[src/rtl/pc_redirect_unit.sv]
// Fetch PC register with a redirect sequencer: accepts branch/jump redirects,
// defers them across stalls, and raises a fixed-length flush after each one.
module pc_redirect_unit #(
   parameter int              XLEN         = 32,
   parameter logic [XLEN-1:0] RESET_PC     = '0,
   parameter int              FLUSH_CYCLES = 2
) (
   input  logic            clk,
   input  logic            rst,
   input  logic            stall,
   input  logic            branch_taken,
   input  logic            jump,
   input  logic [XLEN-1:0] target,
   output logic [XLEN-1:0] pc,
   output logic [XLEN-1:0] pc_plus4,
   output logic            flush,
   output logic            redirect_busy,
   output logic            misalign_err
);

   if (FLUSH_CYCLES < 1 || FLUSH_CYCLES > 3) begin : g_bad_flush_cycles
      $error("pc_redirect_unit: FLUSH_CYCLES must be in 1..3");
   end

   typedef enum logic [1:0] {
      S_RUN,
      S_HOLD,
      S_FLUSH
   } state_t;

   localparam logic [1:0] CNT_INIT = 2'(FLUSH_CYCLES - 1);

   state_t          state;
   logic [1:0]      cnt;
   logic [XLEN-1:0] pend_target;
   logic            redir;
   logic [XLEN-1:0] eff_target;

   assign redir      = branch_taken | jump;
   assign eff_target = target & ~XLEN'(1);
   assign pc_plus4   = pc + XLEN'(4);

   // flush and redirect_busy are registered alongside state so they track it exactly
   always_ff @(posedge clk or negedge rst) begin
      if (!rst) begin
         state         <= S_RUN;
         pc            <= RESET_PC;
         cnt           <= 2'd0;
         pend_target   <= '0;
         flush         <= 1'b0;
         redirect_busy <= 1'b0;
         misalign_err  <= 1'b0;
      end else begin
         case (state)
            S_RUN: begin
               if (redir) begin
                  misalign_err  <= misalign_err | target[1];
                  redirect_busy <= 1'b1;
                  if (stall) begin
                     pend_target <= eff_target;
                     state       <= S_HOLD;
                  end else begin
                     pc    <= eff_target;
                     cnt   <= CNT_INIT;
                     flush <= 1'b1;
                     state <= S_FLUSH;
                  end
               end else if (!stall) begin
                  pc <= pc_plus4;
               end
            end
            S_HOLD: begin
               if (!stall) begin
                  pc    <= pend_target;
                  cnt   <= CNT_INIT;
                  flush <= 1'b1;
                  state <= S_FLUSH;
               end
            end
            // Redirects seen here come from wrong-path instructions and are dropped
            S_FLUSH: begin
               if (!stall) begin
                  pc <= pc_plus4;
                  if (cnt == 2'd0) begin
                     flush         <= 1'b0;
                     redirect_busy <= 1'b0;
                     state         <= S_RUN;
                  end else begin
                     cnt <= cnt - 2'd1;
                  end
               end
            end
            default: begin
               flush         <= 1'b0;
               redirect_busy <= 1'b0;
               state         <= S_RUN;
            end
         endcase
      end
   end

endmodule

[config.mk]
export PLATFORM = sky130hd
export DESIGN_NAME = pc_redirect_unit
export DESIGN_NICKNAME = d
export VERILOG_FILES = /design/src/rtl/pc_redirect_unit.sv
export SDC_FILE = /design/constraint.sdc
export NUM_CORES = 1
export LEC_CHECK = 0
export CORE_AREA = 2 2 101 103
export DETAILED_ROUTE_END_ITERATION = 8
export DIE_AREA = 0 0 103 105
export PLACE_DENSITY = 0.86
export SYNTH_ARGS = -nofsm -noshare
export SYNTH_HDL_FRONTEND = slang
export SYNTH_SLANG_ARGS = --single-unit
[constraint.sdc]
create_clock -name clk -period 2.1 [get_ports clk]
set_clock_uncertainty 0.15 [all_clocks]
set_input_delay 0.42 -clock clk [delete_from_list [all_inputs] [get_ports clk]]
set_output_delay 0.42 -clock clk [all_outputs]
set_load 0.01 [all_outputs]
=== Yosys cells after proc, flatten, opt, wreduce, memory -nomap -nowiden ===
Index checks and enable logic that the tools add are counted.
W data, S select, Z words.

* Register bits after elaboration: 70
* Latch bits: 0
* Memory bits (writable): 0
* ROM bits: 0
* Bits of input ports: 37
* Output and inout port bits: 67
* Logic and storage cells: 53
* Memories: 0

* Add/subtract/negate cells: 2
* Multipliers: 0
* Div/mod/pow operators: 0
* Magnitude comparators: 0
* Eq/ne operators: 8
* Shift operators: 0
* Mux-type cells: 23
* Bitwise gates (word level): 3
* Reduce and logical (&&, ||, !) cells: 10

{| class="wikitable"
|+ Operator list
! operator !! count
|-
| $mux W32 || 4
|-
| $pmux W32 S3 || 1
|-
| $add A32 B3 Y32 const B || 1
|-
| $mux W2 || 9
|-
| $pmux W2 S3 || 2
|-
| $reduce_and A4 Y1 || 3
|-
| $ne A2 B2 Y1 const B || 5
|-
| $reduce_and A3 Y1 || 3
|-
| $pmux W1 S3 || 2
|-
| $mux W1 || 5
|-
| $logic_not A2 Y1 || 2
|-
| $ne A3 B3 Y1 const B || 1
|-
| $reduce_bool A3 Y1 || 1
|-
| $eq A2 B1 Y1 const B || 1
|-
| $eq A2 B2 Y1 const B || 1
|-
| $or A1 B1 Y1 || 2
|-
| $reduce_and A2 Y1 || 1
|-
| $sub A2 B1 Y2 const B || 1
|-
| $not A1 Y1 || 1
|}

=== Logic depth before layout (Yosys ltp) ===
Gate-level depths: netlist (run 1).

* Word-level depth: 4
* Mapped depth: 10
* Mapped depth without buffers: 7

=== Worst setup path before layout (run 1) ===
No wires, ideal clock.

* Kind: register to output
* Start: register pc[3]
* End: output pc_plus4[30]
* Arrival: 1.775 ns
* Required time: 1.530 ns
* Setup slack: -0.245 ns
* Stages on the path, launching flop included: 6
* Buffers on the path: 0
* Cells stage by stage: dfrtp_1 -> ha_1 -> nand2_1 -> nor4_4 -> nand4_1 -> xnor2_1

* Word-level cells in the longest chain between the ends: 1

{| class="wikitable"
|+ RTL lines
! what !! line !! source
|-
| start, declared || 14 || <nowiki>output logic [XLEN-1:0] pc,</nowiki>
|-
| start signal, assigned || 63 || <nowiki>pc <= eff_target;</nowiki>
|-
| start signal, assigned || 69 || <nowiki>pc <= pc_plus4;</nowiki>
|-
| start signal, assigned || 74 || <nowiki>pc <= pend_target;</nowiki>
|-
| $add A32 B3 Y32 || 41 || <nowiki>assign pc_plus4 = pc + XLEN'(4);</nowiki>
|-
| end, declared || 15 || <nowiki>output logic [XLEN-1:0] pc_plus4,</nowiki>
|}

Every way passes these cells.

=== Final worst setup path (run 1) ===
* Start: register pc[21]
* End: output pc_plus4[26]

Same word-level chain as after synthesis.

==> results.py, run 1 <==
metrics = {
    "outcome": {
        "status": "complete, but fails checks",
        "violations": "negative setup slack",
    },
    "logic_synthesis": {
        "synth-seq-area-share": 0.395,
        "synth_top_area_frac": 0.395,
        "synthTopCellsByArea": "dfrtp_1, mux2_2, o21ai_0",
        "avgSynthCellArea_sq_um": 9.38,
        "synthesis.area_sq_mm": 0.00437,
        "yosys.area.top_type": "dfrtp_1",
        "yosysUniqueCellTypes": 72,
        "async_reset_ff_frac": 1.00,
        "synth-seq-cells": 69,
        "synth-edff-count": 0,
        "synth-main-ff-cell": "dfrtp_1",
        "synth_cells": 466,
        "yosys_warnings": 0,
    },
    "clock_network": {
        "root_buffer": "clkbuf_8",
        "cts.sinks": 69,
        "clk_pin_slew_ns": 0.09,
        "clkLatencyLatePin_ns": 0.37,
        "tritoncts": "yes",
        "htree_levels": 3,
        "cts_buffers": 9,
        "clockBufferDepth": 2,
    },
    "power_and_ir_drop": {
        "power_density_mw_per_mm2": 1550,
        "total_power_w": 0.0113,
        "clkPwrFrac": 0.090,
        "seqPwrFrac": 0.228,
        "swShare": 0.456,
        "intPower_w": 0.00617,
        "power_frac_comb": 0.682,
        "max-vdd-ir-drop_uv": 761,
        "p_leak_nw": 3.28,
        "power_switching_w": 0.00518,
    },
    "placement": {
        "place_ws_ns": -0.487,
        "dp_cells": 779,
        "dp_hpwl_mm": 10.9,
        "gp_congestion": 0.982,
        "numPortBuffers": 100,
    },
    "final_layout": {
        "drive_gt1_frac": 0.479,
        "nets": 742,
        "instances_no_fill": 835,
        "num_antenna_cells": 0,
        "area_growth_pct": 67.3,
    },
    "critical_path": {
        "critical_path_class": "flop to output pin",
        "critPathCaptureType": "output pin",
        "start_kind": "flop",
        "critPathMaxFanout": 4,
        "cp_data_arrival_time_ns": 2.13,
        "cp.required_ns": 1.53,
    },
    "grt": {
        "grt_max_degree": 70,
        "antenna_found_initial": 0,
        "grt_pass1_vias": 5343,
        "grt_usage": 0.314,
        "grt_pass1_wl_mm": 26.6,
        "grt_overflow": 0,
    },
    "drt": {
        "num_vias": 5524,
        "drc": 0,
        "drt_pass1_iterations": 6,
        "post_drt_via_cell_ratio": 6.62,
        "drt_iter0_markers": 700,
        "wl_per_cell_um": 24.7,
        "routed_wl_mm": 20.6,
        "antenna_left": 0,
    },
    "sta": {
        "fin_crit_sh": 1.29,
        "fin_setup_tns_ns": -10.94,
        "slew_headroom": 0.580,
        "slew_violations": 0,
        "rsz0062_at_grt": "true",
        "final_hold_viol_count": 0,
        "fmax_mhz": 370,
        "finalSetupViolCount": 47,
        "setup_slack_ns": -0.599,
        "period_minus_slack_ns": 2.70,
        "worst_pin_slew_ns": 0.625,
    },
    "flow_run": {
        "drv_cap": 0,
    },
    "worst_hold_path": {
        "hold_path_class": "flop to flop",
    },
    "floorplanning": {
        "die_h_um": 105,
        "start_util": 0.454,
        "fp.dieW_um": 103,
        "io-pin-count": 104,
        "core-area_sq_mm": 0.00964,
        "core.rowCount": 36,
        "fp.dieArea_sq_mm": 0.0108,
    },
}
[worst max-delay path: stages, from the launching register on]
cell	delay (ns)
dfrtp_1	0.50
and3_1	0.25
and3_1	0.35
nand2_1	0.17
nor2_2	0.19
xnor2_2	0.14
buf_2	0.15
[area by class of cell]
class | count | area (sq um)
fill | 605 | 2320
inverter | 14 | 52.6
sequential | 69 | 1740
tap | 133 | 166
clock buffer | 12 | 155
timing repair buffer | 255 | 2190
clock inverter | 2 | 10.0
multi-input combinational | 350 | 3010
[power groups by stage]
stage               registers (W)  clock network [W]  logic [W]
floorplan                 0.00264                  0    0.00303
global placement          0.00239                  0    0.00620
detailed placement        0.00245                  0    0.00642
CTS                       0.00243           0.000996    0.00649
global route              0.00260            0.00108    0.00810
finish                    0.00258            0.00102    0.00774
[sequential cells by signal (all words and copies together) (netlist names)]
register / cells
cnt: 2
flush: 1
state: 2
pend_target: 31
pc: 31
redirect_busy: 1
misalign_err: 1
[logic make-up (layout without fill, tap and decap cells)]
logic type	count (synthesis)	in the layout	synth area share
multiplexers	35	35	0.0890
AO/OA/AOI/OAI	139	140	0.222
AND/OR/NAND/NOR	139	139	0.174
flip-flops	69	69	0.395
buffers and inverters	49	283	0.0461
other	1	2	0.000858
adder cells (fa/ha/maj)	6	6	0.0172
XOR/XNOR	28	28	0.0561
[cells in the mapped netlist (all sizes together), types with 2 or more instances]
| library cell | count |
|---|---|
| dfrtp | 69 |
| o21ai | 42 |
| nand2 | 36 |
| mux2 | 31 |
| nor2 | 28 |
| clkbuf | 27 |
| a21oi | 20 |
| nand3 | 20 |
| xnor2 | 20 |
| inv | 14 |
| a22oi | 11 |
| nand4 | 10 |
| buf | 8 |
| xor2 | 8 |
| a221o | 7 |
| a222oi | 7 |
| and3 | 7 |
| nor4 | 7 |
| and2 | 6 |
| ha | 6 |
| o211ai | 6 |
| o21a | 6 |
| o2bb2ai | 6 |
| and4 | 5 |
| a221oi | 4 |
| a22o | 4 |
| mux2i | 4 |
| nor3 | 4 |
| o311ai | 4 |
| or2 | 4 |
| or3 | 4 |
| o22ai | 3 |
| and3b | 2 |
| nand3b | 2 |
| o21ba | 2 |
| o31a | 2 |
| o31ai | 2 |
| or4 | 2 |
[layer usage]
layer  share of wire  global-route usage  vias up
met1            0.33               0.369     2614
met2            0.46               0.524      505
met4           0.094               0.166        0
met3            0.11              0.0716      194
li1                -                   -     2211
met5               0                   0        -
[cells in the final DEF, fill, tap and decap left out, types with 5 or more instances in the layout]
master / netlist / final
a21oi_1: 20 / 17
a221o_1: 7 / 7
a222oi_1: 7 / 7
a22oi_1: 11 / 8
buf_2: 4 / 29
buf_4: 3 / 122
buf_6: 0 / 28
clkbuf_8: 0 / 11
clkdlybuf4s50_1: 0 / 55
dfrtp_1: 69 / 61
dfrtp_2: 0 / 8
dlygate4sd2_1: 0 / 8
dlymetal6s2s_1: 0 / 8
inv_1: 14 / 12
mux2_2: 31 / 31
nand2_1: 36 / 27
nand2_2: 0 / 6
nand3_1: 19 / 10
nand3_2: 1 / 5
nand3_4: 0 / 5
nand4_1: 9 / 9
nor2_1: 28 / 17
nor2_4: 0 / 7
o211ai_1: 5 / 5
o21a_1: 6 / 6
o21ai_0: 41 / 26
o21ai_1: 1 / 12
o2bb2ai_1: 6 / 5
xnor2_1: 20 / 9
xnor2_2: 0 / 11
xor2_1: 8 / 7
[what timing repair did]
action	4_1_cts	5_1_grt
pin swaps	42	36
resized for setup	184	108
setup buffers	28	20
cloned	0	1
endpoints found under the hold margin	69	0
hold buffers	1	0
setup endpoints to repair	60	61
[final timing paths]
check	startpoint	endpoint	slack [ns]	depth (start not counted)
setup / recovery	pc[21]$_DFFE_PN0P_	pc_plus4[26]	-0.60	6
hold / removal	misalign_err$_DFFE_PN0P_	misalign_err$_DFFE_PN0P_	0.33	1
setup reg to reg	pc[7]$_DFFE_PN0P_	pc[17]$_DFFE_PN0P_	-0.36	9
hold reg to reg	misalign_err$_DFFE_PN0P_	misalign_err$_DFFE_PN0P_	0.33	1
max in group asynchronous	rst	pc[9]$_DFFE_PN0P_	1.00	3
min in group asynchronous	rst	pc[21]$_DFFE_PN0P_	0.46	3
[per-stage QoR]
step | util | hold slack (ns) | cell area (sq um)
floorplan | - | -0.0256 | 4420
CTS | 0.704 | 0.325 | 6790
global placement | 0.653 | 0.309 | 6290
detailed placement | 0.653 | 0.311 | 6290
finish | 0.759 | 0.327 | 7310
global route | 0.759 | 0.354 | 7310
(Power assumes the default switching activity.)
==> run 2: changes to the inputs <==
clock period = 2.2 ns   (was 2.1 ns; I/O delays follow)
==> run 2 against run 1 <==
Net effect:
- the flow still finishes with violations (negative setup slack)
- final cell count shrank 0.84%
- hold slack improved by 0.022 ns
- wire length fell by 20%
- first-iteration DRC count down 35%
- non-clock buffer count down 7
- register-to-register slack gained 0.34 ns
- combinational power shrank 14%
==> results.py, run 2 (synthesized netlist as in run 1, its figures left out) <==
metrics = {
    "clock_network": {
        "cts_buffers": 9,
        "cts.sinks": 69,
        "clkLatencyLatePin_ns": 0.36,
        "clockBufferDepth": 2,
        "clk_pin_slew_ns": 0.09,
        "root_buffer": "clkbuf_8",
        "tritoncts": "yes",
        "htree_levels": 3,
    },
    "grt": {
        "grt_max_degree": 70,
        "antenna_found_initial": 0,
        "grt_pass1_wl_mm": 25.0,
        "grt_overflow": 0,
        "grt_usage": 0.296,
        "grt_pass1_vias": 5081,
    },
    "power_and_ir_drop": {
        "power_density_mw_per_mm2": 1420,
        "total_power_w": 0.00993,
        "max-vdd-ir-drop_uv": 651,
        "p_leak_nw": 3.15,
    },
    "placement": {
        "gp_congestion": 0.914,
        "place_ws_ns": -0.429,
        "dp_cells": 777,
        "dp_hpwl_mm": 10.7,
        "numPortBuffers": 100,
    },
    "drt": {
        "wl_met1_mm": 6.19,
        "met3_length_mm": 1.42,
        "wl_per_cell_um": 20.0,
        "num_vias": 5007,
        "routed_wl_mm": 16.6,
        "antenna_left": 0,
        "wl_met2_mm": 8.33,
        "routed.top_layer": "met4",
        "drc": 0,
        "drt_iter0_markers": 455,
        "post_drt_via_cell_ratio": 6.05,
        "drt_pass1_iterations": 5,
    },
    "floorplanning": {
        "core-area_sq_mm": 0.00964,
        "die_h_um": 105,
        "core.rowCount": 36,
        "io-pin-count": 104,
        "fp.dieW_um": 103,
        "start_util": 0.454,
        "fp.dieArea_sq_mm": 0.0108,
    },
    "final_layout": {
        "instances_no_fill": 828,
        "drive_gt1_frac": 0.419,
        "layout_common_cells": "buf_4, dfrtp_1, clkdlybuf4s50_1",
        "fin_util": 0.723,
        "area_growth_pct": 59.5,
        "final_common_cell": "buf_4",
        "largestRegisters": "pc x31, pend_target x31",
        "nets": 734,
        "num_antenna_cells": 0,
    },
    "critical_path": {
        "cp_data_arrival_time_ns": 1.97,
        "start_kind": "flop",
        "critPathCaptureType": "output pin",
        "critPathMaxFanout": 5,
        "cp.required_ns": 1.61,
        "critical_path_class": "flop to output pin",
    },
    "sta": {
        "setup_slack_ns": -0.364,
        "final_hold_viol_count": 0,
        "fin_crit_sh": 1.17,
        "slew_violations": 0,
        "period_minus_slack_ns": 2.56,
        "rsz0062_at_grt": "true",
        "fmax_mhz": 390,
        "fin_setup_tns_ns": -6.12,
        "finalSetupViolCount": 29,
    },
    "outcome": {
        "violations": "negative setup slack",
        "status": "complete, but fails checks",
    },
    "flow_run": {
        "drv_cap": 0,
    },
    "worst_hold_path": {
        "hold_path_class": "flop to flop",
    },
}
run 2: cell count changes in the layout (fill, tap and decap cells not counted), moves of 3 or more:
| cell | change |
|---|---|
| o21ai_2 | -3 |
| o21ai_1 | -10 |
| clkdlybuf4s50_1 | +8 |
| dfrtp_1 | +7 |
| o21ai_0 | +12 |
| buf_4 | +5 |
| dlygate4sd2_1 | -7 |
| buf_6 | -10 |
| dfrtp_2 | -7 |
| nor2_4 | -3 |
| nand2_1 | +3 |
run 2: path summary, 6_finish.rpt:
check / slack [ns] / from / endpoint / cells after the start
max: -0.36 / pc[16]$_DFFE_PN0P_ / pc_plus4[29] / 7
min: 0.35 / pend_target[25]$_DFFE_PN0P_ / pend_target[25]$_DFFE_PN0P_ / 2
max reg2reg: -0.02 / state[0]$_DFFE_PN0P_ / pc[21]$_DFFE_PN0P_ / 8
min reg2reg: 0.35 / pend_target[25]$_DFFE_PN0P_ / pend_target[25]$_DFFE_PN0P_ / 2
max in group asynchronous: 1.09 / rst / pc[3]$_DFFE_PN0P_ / 3
min in group asynchronous: 0.49 / rst / pc[31]$_DFFE_PN0P_ / 3
run 2: worst max-delay path, cell delays in order, from the launching register on:
cell     delay [ns]
dfrtp_1        0.45
nand4_1        0.18
nor2_2         0.19
buf_4          0.14
nand4_1        0.19
buf_4          0.21
xnor2_1        0.11
buf_2          0.14
run 2: cell type report:
cell class | count | area, sq um
multi-input combinational | 349 | 2790
fill | 658 | 2670
timing repair buffer | 248 | 2080
sequential | 69 | 1730
tap | 133 | 166
clock buffer | 13 | 149
inverter | 14 | 52.6
clock inverter | 2 | 10.0
run 2: where the power goes:
part	switching [W]	internal, W	total (W)
sequential	0.000456	0.00190	0.00236
combinational	0.00330	0.00334	0.00664
clock	0.000498	0.000432	0.000930
run 2: layer usage:
layer,track usage,up-vias
met1,0.367,2426
met4,0.133,0
met3,0.0589,73
met5,0,-
li1,-,2196
met2,0.489,312
run 2: metrics by stage:
step	hold WS (ns)	area (sq um)
3_3_place_gp	0.306	6260
4_1_cts	0.347	6720
6_report	0.349	6970
2_1_floorplan	-0.00559	4390
5_1_grt	0.363	6970
3_5_place_dp	0.330	6260
run 2: what timing repair did:
item | 4_1_cts | 5_1_grt
gates resized for setup | 157 | 57
setup endpoints to repair | 37 | 54
endpoints found under the hold margin | 69 | 0
setup buffers | 28 | 8
hold buffers | 1 | 0
pin swaps | 25 | 27
==> run 3: changes to the inputs <==
SKIP_CTS_REPAIR_TIMING = 1   (was default)
==> run 3 against run 2 <==
Net effect:
- the flow still finishes with violations (negative setup slack)
- highest routed layer unchanged
- die area unchanged
- global-route usage down 1.9 points
- clock-buffer cell count is the same
- register-to-register slack better by 0.06 ns
- critical path depth shrank 1
- design area fell by 1.9%
- non-clock buffer count is 14 lower
- final cell count is 1.7% lower
- via count down 2.7%
==> results.py, run 3 (synthesized netlist as in run 1, its figures left out) <==
metrics = {
    "flow_run": {
        "drv_cap": 0,
    },
    "outcome": {
        "status": "complete, but fails checks",
        "violations": "negative setup slack",
    },
    "drt": {
        "routed_wl_mm": 15.7,
        "wl_per_cell_um": 19.3,
        "drt_iter0_markers": 462,
        "num_vias": 4871,
        "post_drt_via_cell_ratio": 5.98,
        "drc": 0,
        "drt_pass1_iterations": 5,
        "antenna_left": 0,
    },
    "floorplanning": {
        "die_h_um": 105,
        "fp.dieArea_sq_mm": 0.0108,
        "io-pin-count": 104,
        "start_util": 0.454,
        "fp.dieW_um": 103,
        "core.rowCount": 36,
        "core-area_sq_mm": 0.00964,
    },
    "clock_network": {
        "tritoncts": "yes",
        "cts_buffers": 9,
        "cts.sinks": 69,
        "root_buffer": "clkbuf_8",
        "htree_levels": 3,
        "clkLatencyLatePin_ns": 0.36,
        "clockBufferDepth": 2,
        "clk_pin_slew_ns": 0.07,
    },
    "final_layout": {
        "final_common_cell": "buf_4",
        "drive_gt1_frac": 0.386,
        "nets": 720,
        "layout_common_cells": "buf_4, clkdlybuf4s50_1, dfrtp_1",
        "fin_util": 0.709,
        "instances_no_fill": 814,
        "area_growth_pct": 56.4,
        "largestRegisters": "pc x31, pend_target x31",
        "num_antenna_cells": 0,
    },
    "sta": {
        "final_hold_viol_count": 0,
        "setup_slack_ns": -0.367,
        "period_minus_slack_ns": 2.57,
        "slew_violations": 0,
        "rsz0062_at_grt": "true",
        "finalSetupViolCount": 27,
        "hold_ws_ns": 0.351,
        "fmax_mhz": 390,
        "fin_crit_sh": 1.17,
    },
    "critical_path": {
        "slowest_stage": "dfrtp_1",
        "start_kind": "flop",
        "critical_path_class": "flop to output pin",
        "critPathCaptureType": "output pin",
        "critPathMaxFanout": 5,
        "timing.rr.end": "pc[20]$_DFFE_PN0P_",
        "cp_cell_sequence": "and4_4 -> and2_4 -> nand4_1 -> buf_4 -> xnor2_1 -> dlymetal6s2s_1",
        "ff2ff_setup_slack_ns": 0.04,
        "r2r_cells": 9,
        "cp.required_ns": 1.61,
        "slowest_delay_ns": 0.42,
        "cp_data_arrival_time_ns": 1.98,
        "r2r_start": "state[0]$_DFFE_PN0P_",
    },
    "placement": {
        "dp_hpwl_mm": 10.7,
        "numPortBuffers": 100,
        "dp_cells": 777,
        "gp_congestion": 0.914,
    },
    "power_and_ir_drop": {
        "max-vdd-ir-drop_uv": 668,
        "power_density_mw_per_mm2": 1420,
        "total_power_w": 0.00970,
        "p_leak_nw": 3.09,
    },
    "worst_hold_path": {
        "hold_end": "misalign_err$_DFFE_PN0P_",
        "hp-start": "misalign_err$_DFFE_PN0P_",
        "hold_path_class": "flop to flop",
        "hold_path_depth": 1,
    },
    "grt": {
        "grt_usage": 0.276,
        "antenna_found_initial": 0,
        "grt_pass1_wl_mm": 23.4,
        "grt_pass1_vias": 4734,
        "grt_overflow": 0,
        "grt_max_degree": 70,
    },
}
## run 3: cell count changes in the layout (fill, tap and decap cells not counted), sizes merged
cell           delta
buf              -22
clkbuf            +1
dlygate4sd2       -1
dlymetal6s2s      +2
clkdlybuf4s50     +6
## run 3: report_power, final
part	switching, W	total, W	internal, W
clock	0.000496	0.000928	0.000432
combinational	0.00318	0.00643	0.00325
sequential	0.000446	0.00235	0.00190
## run 3: how the worst max path moves through the flow
stage	start	end	cells past startpoint
detailed placement	pc[6]$_DFFE_PN0P_	pc_plus4[21]	5
global placement	pc[7]$_DFFE_PN0P_	pc_plus4[21]	5
global route	pc[16]$_DFFE_PN0P_	pc_plus4[29]	6
CTS	pc[7]$_DFFE_PN0P_	pc_plus4[21]	5
finish	pc[9]$_DFFE_PN0P_	pc_plus4[29]	6
floorplan	pc[3]$_DFFE_PN0P_	pc_plus4[30]	5
## run 3: per-stage QoR
stage / worst slack, ns / instance area, sq um / setup TNS [ns]
floorplan: -0.0253 / 4390 / -0.0253
global placement: -0.376 / 6260 / -9.66
detailed placement: -0.429 / 6260 / -12.38
CTS: -0.835 / 6420 / -18.16
global route: -0.455 / 6840 / -7.76
finish: -0.367 / 6840 / -5.43
## run 3: metal layers
metal	track usage	up-vias	wire [um]
li1	-	2165	-
met1	0.355	2350	6080
met2	0.450	290	7710
met3	0.0582	66	1310
met4	0.108	0	574
met5	0	-	0
## run 3: area by class of cell
cell class / count / area, sq um
fillers: 679 / 2800
multi-input cells: 349 / 2730
repair buffers: 234 / 2000
flip-flops and latches: 69 / 1730
well taps: 133 / 166
clock buffers: 13 / 149
inverters: 14 / 52.6
clock inverters: 2 / 10.0
## run 3: critical path, delay by kind of cell (launching register included)
family,cells,cell delay [ns]
xor gates and xnor gates,1,0.13
and+or+nand+nor,3,0.66
DFF,1,0.42
buffers and inverters,2,0.41
